--- src/rtl/sdram_req_arbiter_pkg.sv ---
// Shared types and helpers for the two-requester SDRAM command arbiter.
package sdram_req_arbiter_pkg;

   typedef enum logic [1:0] {
      ARB_IDLE  = 2'd0,
      ARB_RUN   = 2'd1,
      ARB_DRAIN = 2'd2
   } arb_state_e;

   localparam logic OWNER_0 = 1'b0;
   localparam logic OWNER_1 = 1'b1;

   // Round-robin pick: on a tie the requester that did not own last wins.
   function automatic logic pick_owner(input logic act0, input logic act1, input logic last);
      if (act0 && act1) return ~last;
      return act1 ? OWNER_1 : OWNER_0;
   endfunction

endpackage

--- src/rtl/sdram_req_arbiter_if.sv ---
// Requester and SDRAM-core side signals of the arbiter.
interface sdram_req_arbiter_if #(
   parameter int ADDR_WIDTH = 22
);
   logic                  sdram_ready;
   logic                  core_idle;
   logic                  req0_write;
   logic                  req0_read;
   logic [ADDR_WIDTH-1:0] req0_address;
   logic                  req0_grant;
   logic                  req0_yield;
   logic                  req1_write;
   logic                  req1_read;
   logic [ADDR_WIDTH-1:0] req1_address;
   logic                  req1_grant;
   logic                  req1_yield;
   logic                  sdram_write_enable;
   logic                  sdram_read_enable;
   logic [ADDR_WIDTH-1:0] app_address;
   logic                  err_conflict;

   // Requesters and core status drive this side.
   modport master (
      output sdram_ready, core_idle,
      output req0_write, req0_read, req0_address,
      output req1_write, req1_read, req1_address,
      input  req0_grant, req0_yield, req1_grant, req1_yield,
      input  sdram_write_enable, sdram_read_enable, app_address, err_conflict
   );

   // The arbiter itself.
   modport slave (
      input  sdram_ready, core_idle,
      input  req0_write, req0_read, req0_address,
      input  req1_write, req1_read, req1_address,
      output req0_grant, req0_yield, req1_grant, req1_yield,
      output sdram_write_enable, sdram_read_enable, app_address, err_conflict
   );
endinterface

--- src/rtl/sdram_req_arbiter_hold_timer.sv ---
// Saturating hold counter; reach_o flags the cycle the count arrives at MAX_HOLD.
module sdram_req_arbiter_hold_timer #(
   parameter int MAX_HOLD   = 1024,
   parameter int HOLD_WIDTH = 16
) (
   input  logic clk,
   input  logic rst,
   input  logic clr_i,
   input  logic en_i,
   output logic reach_o
);
   logic [HOLD_WIDTH-1:0] cnt_q, cnt_d;

   // Reaching the limit is flagged on the same edge the counter lands on it,
   // so the owner's yield rises exactly MAX_HOLD waiting cycles in.
   assign reach_o = en_i && !clr_i && (cnt_q >= HOLD_WIDTH'(MAX_HOLD - 1));

   // Next count: clear wins, otherwise count up and stick at the limit.
   always_comb begin
      cnt_d = cnt_q;
      if (clr_i)
         cnt_d = '0;
      else if (en_i && (cnt_q != HOLD_WIDTH'(MAX_HOLD)))
         cnt_d = cnt_q + HOLD_WIDTH'(1);
   end

   // Counter register.
   always_ff @(posedge clk) begin
      if (rst) cnt_q <= '0;
      else     cnt_q <= cnt_d;
   end
endmodule

--- src/rtl/sdram_req_arbiter.sv ---
// Round-robin owner arbitration of the SDRAM core command interface between two requesters.
module sdram_req_arbiter
   import sdram_req_arbiter_pkg::*;
#(
   parameter int ADDR_WIDTH = 22,
   parameter int MAX_HOLD   = 1024,
   parameter int HOLD_WIDTH = 16
) (
   input  logic               clk,
   input  logic               rst,
   sdram_req_arbiter_if.slave bus
);
   arb_state_e            state_q, state_d;
   logic                  owner_q, owner_d;
   logic                  last_q, last_d;
   logic [1:0]            grant_q, grant_d;
   logic                  yield_q, yield_d;
   logic                  we_q, we_d, re_q, re_d;
   logic                  err_q, err_d;
   logic                  conf_q, conf_d;
   logic [ADDR_WIDTH-1:0] addr_q, addr_d;
   logic                  act0, act1, own_w, own_r, oth_act;
   logic                  hold_en, hold_reach;

   assign act0    = bus.req0_write | bus.req0_read;
   assign act1    = bus.req1_write | bus.req1_read;
   assign own_w   = owner_q ? bus.req1_write : bus.req0_write;
   assign own_r   = owner_q ? bus.req1_read  : bus.req0_read;
   assign oth_act = owner_q ? act0 : act1;

   // Time only while someone owns the core and the other side is waiting.
   assign hold_en = (state_q == ARB_RUN) && bus.sdram_ready && oth_act;

   sdram_req_arbiter_hold_timer #(
      .MAX_HOLD   (MAX_HOLD),
      .HOLD_WIDTH (HOLD_WIDTH)
   ) u_hold (
      .clk     (clk),
      .rst     (rst),
      .clr_i   (~hold_en),
      .en_i    (hold_en),
      .reach_o (hold_reach)
   );

   // Next state and registered outputs; loss of sdram_ready overrides everything.
   always_comb begin
      state_d = state_q;
      owner_d = owner_q;
      last_d  = last_q;
      grant_d = grant_q;
      yield_d = yield_q;
      we_d    = 1'b0;
      re_d    = 1'b0;
      err_d   = 1'b0;
      conf_d  = conf_q;
      addr_d  = addr_q;
      if (!bus.sdram_ready) begin
         state_d = ARB_IDLE;
         grant_d = '0;
         yield_d = 1'b0;
      end else begin
         case (state_q)
            ARB_IDLE: begin
               if (bus.core_idle && (act0 || act1)) begin
                  owner_d = pick_owner(act0, act1, last_q);
                  addr_d  = owner_d ? bus.req1_address : bus.req0_address;
                  grant_d = owner_d ? 2'b10 : 2'b01;
                  yield_d = 1'b0;
                  conf_d  = 1'b0;
                  state_d = ARB_RUN;
               end
            end
            ARB_RUN: begin
               // Write has priority; a simultaneous read is flagged once per grant.
               we_d = own_w;
               re_d = own_r & ~own_w;
               if (own_w && own_r && !conf_q) begin
                  err_d  = 1'b1;
                  conf_d = 1'b1;
               end
               if (hold_reach) yield_d = 1'b1;
               if (!own_w && !own_r) state_d = ARB_DRAIN;
            end
            ARB_DRAIN: begin
               if (bus.core_idle) begin
                  grant_d = '0;
                  yield_d = 1'b0;
                  last_d  = owner_q;
                  state_d = ARB_IDLE;
               end
            end
            default: state_d = ARB_IDLE;
         endcase
      end
   end

   // State and output registers.
   always_ff @(posedge clk) begin
      if (rst) begin
         state_q <= ARB_IDLE;
         owner_q <= OWNER_0;
         last_q  <= OWNER_1;
         grant_q <= '0;
         yield_q <= 1'b0;
         we_q    <= 1'b0;
         re_q    <= 1'b0;
         err_q   <= 1'b0;
         conf_q  <= 1'b0;
         addr_q  <= '0;
      end else begin
         state_q <= state_d;
         owner_q <= owner_d;
         last_q  <= last_d;
         grant_q <= grant_d;
         yield_q <= yield_d;
         we_q    <= we_d;
         re_q    <= re_d;
         err_q   <= err_d;
         conf_q  <= conf_d;
         addr_q  <= addr_d;
      end
   end

   assign bus.req0_grant         = grant_q[0];
   assign bus.req1_grant         = grant_q[1];
   assign bus.req0_yield         = yield_q & grant_q[0];
   assign bus.req1_yield         = yield_q & grant_q[1];
   assign bus.sdram_write_enable = we_q;
   assign bus.sdram_read_enable  = re_q;
   assign bus.app_address        = addr_q;
   assign bus.err_conflict       = err_q;
endmodule

--- src/flat_wrapper.sv ---
// flat-port wrapper written by rule: the top's interface ports become plain ports
module sdram_req_arbiter_flat import sdram_req_arbiter_pkg::*;
#(
   parameter int ADDR_WIDTH = 22,
   parameter int MAX_HOLD   = 1024,
   parameter int HOLD_WIDTH = 16
)
  (clk, rst, bus_sdram_ready, bus_core_idle, bus_req0_write, bus_req0_read, bus_req0_address, bus_req1_write, bus_req1_read, bus_req1_address, bus_req0_grant, bus_req0_yield, bus_req1_grant, bus_req1_yield, bus_sdram_write_enable, bus_sdram_read_enable, bus_app_address, bus_err_conflict);
  sdram_req_arbiter_if #(.ADDR_WIDTH(ADDR_WIDTH)) bus_i ();
  input  logic clk;
  input  logic rst;
  input wire logic [$bits(bus_i.sdram_ready)-1:0] bus_sdram_ready;
  input wire logic [$bits(bus_i.core_idle)-1:0] bus_core_idle;
  input wire logic [$bits(bus_i.req0_write)-1:0] bus_req0_write;
  input wire logic [$bits(bus_i.req0_read)-1:0] bus_req0_read;
  input wire logic [$bits(bus_i.req0_address)-1:0] bus_req0_address;
  input wire logic [$bits(bus_i.req1_write)-1:0] bus_req1_write;
  input wire logic [$bits(bus_i.req1_read)-1:0] bus_req1_read;
  input wire logic [$bits(bus_i.req1_address)-1:0] bus_req1_address;
  output wire logic [$bits(bus_i.req0_grant)-1:0] bus_req0_grant;
  output wire logic [$bits(bus_i.req0_yield)-1:0] bus_req0_yield;
  output wire logic [$bits(bus_i.req1_grant)-1:0] bus_req1_grant;
  output wire logic [$bits(bus_i.req1_yield)-1:0] bus_req1_yield;
  output wire logic [$bits(bus_i.sdram_write_enable)-1:0] bus_sdram_write_enable;
  output wire logic [$bits(bus_i.sdram_read_enable)-1:0] bus_sdram_read_enable;
  output wire logic [$bits(bus_i.app_address)-1:0] bus_app_address;
  output wire logic [$bits(bus_i.err_conflict)-1:0] bus_err_conflict;
  assign bus_i.sdram_ready = bus_sdram_ready;
  assign bus_i.core_idle = bus_core_idle;
  assign bus_i.req0_write = bus_req0_write;
  assign bus_i.req0_read = bus_req0_read;
  assign bus_i.req0_address = bus_req0_address;
  assign bus_i.req1_write = bus_req1_write;
  assign bus_i.req1_read = bus_req1_read;
  assign bus_i.req1_address = bus_req1_address;
  assign bus_req0_grant = bus_i.req0_grant;
  assign bus_req0_yield = bus_i.req0_yield;
  assign bus_req1_grant = bus_i.req1_grant;
  assign bus_req1_yield = bus_i.req1_yield;
  assign bus_sdram_write_enable = bus_i.sdram_write_enable;
  assign bus_sdram_read_enable = bus_i.sdram_read_enable;
  assign bus_app_address = bus_i.app_address;
  assign bus_err_conflict = bus_i.err_conflict;
  sdram_req_arbiter #(.ADDR_WIDTH(ADDR_WIDTH), .MAX_HOLD(MAX_HOLD), .HOLD_WIDTH(HOLD_WIDTH)) u_core (.clk(clk), .rst(rst), .bus(bus_i));
endmodule
--- config.mk ---
export PLATFORM = sky130hd
export DESIGN_NAME = sdram_req_arbiter_flat
export DESIGN_NICKNAME = d
export VERILOG_FILES = /design/src/rtl/sdram_req_arbiter_pkg.sv /design/src/rtl/sdram_req_arbiter_if.sv /design/src/rtl/sdram_req_arbiter_hold_timer.sv /design/src/rtl/sdram_req_arbiter.sv /design/src/flat_wrapper.sv
export SDC_FILE = /design/constraint.sdc
export NUM_CORES = 1
export LEC_CHECK = 0
export ABC_AREA = 0
export BUFFER_PORTS_ARGS = -buffer_cell sky130_fd_sc_hd__buf_2
export CORE_AREA = 2 2 76 78
export DETAILED_ROUTE_END_ITERATION = 8
export DIE_AREA = 0 0 78 80
export GPL_TIMING_DRIVEN = 0
export PLACE_DENSITY_LB_ADDON = 0.1
export SYNTH_ARGS = -nofsm -noshare
export SYNTH_HDL_FRONTEND = slang
export SYNTH_SLANG_ARGS = --single-unit
--- constraint.sdc ---
create_clock -name clk -period 3.9 [get_ports clk]
set_input_delay 0.78 -clock clk [delete_from_list [all_inputs] [get_ports clk]]
set_output_delay 0.78 -clock clk [all_outputs]
set_load 0.02 [all_outputs]
# --- Word level (Yosys, flattened, before mapping) ---
# Cells that the tools add are included.
word_totals:
  in_bits: 52
  regBits: 49
  out_inout_bits: 29
  word_cells: 85
classes:
  order_cmp: 1
  reduce_logical: 26
  n_bitwise: 10
  addsub: 1
  n_mux: 28
  n_eq_ne: 8
op_table:
  columns: ["cell", "count"]
  rows:
  - ["22-bit 2-to-1 mux", 1]
  - ["1-bit 2-to-1 mux", 18]
  - ["16-bit by 1-bit adder with 16-bit output (second input constant)", 1]
  - ["16-bit by 10-bit >= comparator with 1-bit output (second input constant)", 1]
  - ["16-bit by 11-bit inequality test with 1-bit output (second input constant)", 1]
  - ["3-bit AND reduction", 4]
  - ["2-bit 2-to-1 mux", 5]
  - ["1-bit logical AND", 9]
  - ["4-bit AND reduction", 2]
  - ["2-bit inequality test (second input constant)", 3]
  - ["2-bit case mux with 3 select lines", 1]
  - ["1-bit inverter", 5]
  - ["2-bit by 1-bit inequality test with 1-bit output (second input constant)", 2]
  - ["2-bit case mux with 2 select lines", 1]
  - ["2-bit nonzero test", 2]
  - ["2-bit OR reduction", 2]
  - ["1-bit AND", 3]
  - ["1-bit zero test", 3]
  - ["1-bit case mux with 3 select lines", 1]
  - ["3-bit nonzero test", 1]
  - ["3-bit OR reduction", 1]
  - ["2-bit by 1-bit == test with 1-bit output (second input constant)", 1]
  - ["2-bit == test (second input constant)", 1]
  - ["2-bit zero test", 1]
  - ["other kinds (3)", 4]

# --- Depth between registers and ports, before layout ---
logic_depth:
  word_depth: 13
  ltp_mapped: 6
  ltp_nobuf: 6

# --- Cells and area by module ---
# Synthesis repeated with hierarchy kept, for this count alone.
unflattened:
  hier_cells: 300
  area_unflattened_um2: 2630.0
by_module_without_submodules:
  columns: ["mod", "n_inst", "seq_area_each_um2", "area_per_inst_um2", "cells_each"]
  rows:
  - ["sdram_req_arbiter", 1, 660.6, 1808.0, 203]
  - ["sdram_req_arbiter_hold_timer", 1, 320.3, 822.0, 97]

# --- Worst setup path after synthesis ---
# Ideal clock, no wire load.
synth_path:
  path_type: "input port to flip-flop"
  start: "input port bus_req1_read"
  end: "register u_core.addr_q[16], in the netlist u_core.bus.app_address[16]"
  cell_stages: 6
  setup_time_ps: 136
  path_slack_ps: 1650
  t_arrival_ps: 2114
  cell_sequence: "or4_1 and4b_1 clkbuf_1 clkbuf_1 o21ai_0 a31oi_1"
synth_via:
  elab_chain_len: 11
synth_lines:
  columns: ["item", "line", "rtl"]
  rows:
  - ["from (decl)", "flat_wrapper.sv:18", "input wire logic [$bits(bus_i.req1_read)-1:0] bus_req1_read;"]
  - ["1-bit bitwise OR (*)", "sdram_req_arbiter.sv:26", "assign act1 = bus.req1_write | bus.req1_read;"]
  - ["1-bit logical AND", "sdram_req_arbiter_pkg.sv:15", "if (act0 && act1) return ~last;"]
  - ["1-bit 2-to-1 mux", "sdram_req_arbiter_pkg.sv:15", null]
  - ["1-bit 2-to-1 mux", "sdram_req_arbiter.sv:64", "if (bus.core_idle && (act0 || act1)) begin"]
  - ["1-bit 2-to-1 mux", "sdram_req_arbiter.sv:62", "case (state_q)"]
  - ["1-bit 2-to-1 mux", "sdram_req_arbiter.sv:57", "if (!bus.sdram_ready) begin"]
  - ["1-bit 2-to-1 mux", "sdram_req_arbiter_pkg.sv:16", "return act1 ? OWNER_1 : OWNER_0;"]
  - ["1-bit 2-to-1 mux", "sdram_req_arbiter.sv:64", null]
  - ["1-bit 2-to-1 mux", "sdram_req_arbiter.sv:62", null]
  - ["1-bit 2-to-1 mux", "sdram_req_arbiter.sv:57", null]
  - ["22-bit 2-to-1 mux", "sdram_req_arbiter.sv:66", "addr_d = owner_d ? bus.req1_address : bus.req0_address;"]
  - ["to (signal assigned)", "sdram_req_arbiter.sv:120", "addr_q <= addr_d;"]
  - ["to (decl)", "sdram_req_arbiter.sv:21", "logic [ADDR_WIDTH-1:0] addr_q, addr_d;"]
# Every way passes the cells marked *; elsewhere a longest branch is shown, timed or not. The select of a mux whose other input is x is not followed.
# A chain may end at the register's enable or synchronous reset.

# --- Worst setup path in the final report ---
# Ends and elaborated chain as after synthesis.

==> results by stage <==
Placement:
- The number of I/O port buffers is 80.
- Summed over all nets, the half-perimeter wirelength after detailed placement is just over 4 mm.
- At the end of routability-driven placement, the weighted congestion stood at approximately 0.72.
- The placed cell count is about 420.

Floorplanning:
- The floorplan step defined a die boundary enclosing between 6000 and 7000 um2.
- Row generation in the floorplan step produced 27 rows.
- In this run the vertical extent of the chip is about 80 um.
- The number of I/O pins is 81.
- The initial utilization of the core area, before any placement, comes to 0.405.
- The die is between 70 and 80 um wide.
- The floorplan step defined a core boundary enclosing around 5400 um2.

Setup path:
- The critical path data required time is approximately 4000 ps.
- Of all nets on the critical path, the largest fanout is 10.
- The kind of capture point of the worst setup path is a register.
- STA classifies the critical path startpoint as an input pin.
- The arrival time reported for the critical path endpoint is around 2500 ps.
- The critical path class is input pin to register.

Final layout:
- The final layout contains between 400 and 500 nets.
- The share of post-route cells with drive strength above 1 is 0.256.
- The area growth from synthesis to layout is 26.3%.
- Fill cells in the final layout number between 500 and 600.
- The number of antenna diodes in the final layout is 0.
- The post-layout instance count excluding filler cells is between 400 and 500.
- The final core utilization is 0.512.

GRT:
- The initial antenna violation count is 0.
- For this run the aggregate overflow at the end of global routing stands at 0.
- The via count of the first global-routing pass came to roughly 2100.
- The overall routing resource usage is 0.180.
- The pin count of the biggest net entering global routing is 14.
- The first global-routing pass estimated ~9.1 mm of wire.

Synth:
- The mean cell area of the mapped netlist is 8.14 um2.
- The synthesized design contains 0 enable-type register cells.
- The synthesized design contains 49 register bits.
- Of all cell types, the one taking the most synthesized area is sky130_fd_sc_hd__dfxtp_1.
- The summed instance area of the synthesized netlist is around 2200 um2.
- The synthesized instance count is 269.
- The fraction of synthesized cell area taken by the top area cell type is 0.448.
- The synthesized netlist contains 42 unique library cells.
- When the netlist entered floorplanning its net count stood at 323.
- After synthesis, the cell types taking the most area are sky130_fd_sc_hd__dfxtp_1 (45%), sky130_fd_sc_hd__nand2_1 (9.3%), sky130_fd_sc_hd__a31oi_1 (6.6%).
- The post-synthesis async set-or-reset flop share is 0.
- The proportion of synthesized chip area in sequential cells is 0.448.
- The count of warnings emitted by yosys is 0.
- Counting instances in the post-synthesis netlist gives the leading cell types as sky130_fd_sc_hd__nand2_1 (54), sky130_fd_sc_hd__dfxtp_1 (49), sky130_fd_sc_hd__a31oi_1 (23), sky130_fd_sc_hd__o21ai_0 (16), sky130_fd_sc_hd__nor2_1 (14).
- The prevailing post-synth register cell is sky130_fd_sc_hd__dfxtp_1.
- The leading cell type by number of instances after synthesis is sky130_fd_sc_hd__nand2_1.

Clock network:
- The number of clock buffers added by TritonCTS is 5.
- The count of H-tree levels built during CTS is 2.
- The clock root buffer is sky130_fd_sc_hd__clkbuf_8.
- The count of buffers added by post-CTS timing repair for setup is 0.
- No sink is reached through more buffers than the 2 on the longest clock path.
- The clock net in this run drives a total of between 40 and 50 sinks.
- The clock reaches the later pin of the worst-skew pair after 300 ps.
- The number of gates resized after cts is 0.
- TritonCTS built the clock tree.
- The clock-pin slew reported for the worst setup and hold paths after clock tree synthesis is roughly 80 ps.
- After clock tree synthesis, the flow added hold-fix buffers numbering 0.

Status:
- The flow ran to the end, and the final reports show no timing, DRC or antenna violations.

Pwr:
- Across the VDD grid, the largest voltage drop is ~0.15 mV.
- Power comes to a little under 1 mW.
- The power per cell area is roughly 350 nW/um2.
- For this design the static power due to leakage is ~1.1 nW.

Timing:
- Setup repair after global routing left no endpoint under its margin.
- In this run the tightest slew margin relative to its limit is 0.656.
- Setup violations remaining at the end of the flow were counted as 0.
- For the pin with the worst max-slew slack, the measured transition is 509 ps.
- The post-route setup TNS is 0 ps.
- The period utilization is 0.593.
- The setup skew after layout is 5.21 ps.
- The worst path needs roughly 2300 ps of the cycle, external delays included.
- The highest clock rate is 0.433 GHz.
- The number of max-slew violations in the final report was 0.
- The number of failing hold endpoints at the final stage came to 0.

Detailed routing:
- For this block, the via count after detailed routing is around 2200.
- In this run the remaining antenna-violating nets after routing total 0.
- The first routing iteration left 96 violations.
- The first detailed-routing pass ran for 4 iterations.
- In the final routed layout, each cell accounts on average for 12.4 um.
- For this block, the routed nets add up to roughly 5.3 mm of wire.
- The final routed DRC violation total is 0.
- Dividing the detail-routed via count by the number of cells gives 5.05.

Worst hold path:
- The type of the tightest min-delay check is register to register.

Run:
- Across the run, the number of max-cap violations was 0.
## through the flow
stage	setup WS (ps)	area, um2	hold slack [ps]
after global placement	1270	2680	414
final	1590	2770	425
after floorplan	1650	2190	397
after detailed placement	1240	2680	422
after CTS	1570	2770	429
after global routing	1400	2770	459
## state kept, by name, indices dropped and copies added (netlist names)
signal,flops
u_core.conf_q,1
u_core.grant_q,2
u_core.owner_q,1
u_core.u_hold.cnt_q,16
u_core.bus.app_address,22
u_core.last_q,1
u_core.bus.sdram_write_enable,1
u_core.state_q,2
u_core.yield_q,1
u_core.bus.err_conflict,1
u_core.bus.sdram_read_enable,1
## layer usage
layer  vias to the layer above  GRT usage  share of wire
met5                         -          0              0
li1                       1132          -              -
met3                         8     0.0588          0.060
met4                         0     0.0632          0.014
met1                       977      0.193           0.43
met2                        44      0.332           0.50
## path summary, 6_finish.rpt
check                 start                         end  slack [ps]  depth (start not counted)
max           bus_req1_read  u_core.bus.app_address[16]        1590                          7
min           u_core.conf_q     u_core.bus.err_conflict         430                          1
max reg2reg  u_core.owner_q     u_core.u_hold.cnt_q[12]        1960                          5
min reg2reg   u_core.conf_q     u_core.bus.err_conflict         430                          1
## area by class of cell
type / instances / area, um2 / share of cell area
Clock buffer: 7 / 86.3 / 0.0312
Timing Repair Buffer: 80 / 400 / 0.145
Buffer: 14 / 53.8 / 0.0194
Multi-Input combinational cell: 198 / 1120 / 0.407
Tap cell: 72 / 90.1 / 0.0326
Sequential cell: 49 / 981 / 0.355
Inverter: 8 / 30.0 / 0.0109
## placed cells by master, fill, tap and decap left out, drive strengths merged, types with 5 or more instances in the layout
master	count
xnor2	5
inv	8
buf	81
clkbuf	20
a21oi	7
mux2i	5
nor3	7
dfxtp	49
nand4	5
nor2	14
o21ai	27
nand2	54
a31oi	23
## where the power goes
group	total [mW]	internal (mW)	switching [mW]
registers	0.528	0.519	0.00968
clock network	0.299	0.141	0.158
logic	0.134	0.0535	0.0807
total	0.962	0.713	0.249
## worst max-delay path, cell delays in order
cell                       delay (ps)
sky130_fd_sc_hd__buf_2            120
sky130_fd_sc_hd__or4_1            590
sky130_fd_sc_hd__and4b_1          230
sky130_fd_sc_hd__clkbuf_1         230
sky130_fd_sc_hd__clkbuf_1         280
sky130_fd_sc_hd__o21ai_0          200
sky130_fd_sc_hd__a31oi_1           50
## cell families (layout without fill, tap and decap cells)
logic type / after synthesis / count (layout) / share of synthesized area
AND/OR/NAND/NOR: 117 / 117 / 0.271
AO/OA/AOI/OAI: 65 / 65 / 0.173
flip-flops: 49 / 49 / 0.448
buffers and inverters: 22 / 109 / 0.0383
XOR/XNOR: 9 / 9 / 0.0360
multiplexers: 5 / 5 / 0.0229
adder cells (fa/ha/maj): 2 / 2 / 0.0114
Note: power is estimated with default switching activity, not from simulation.
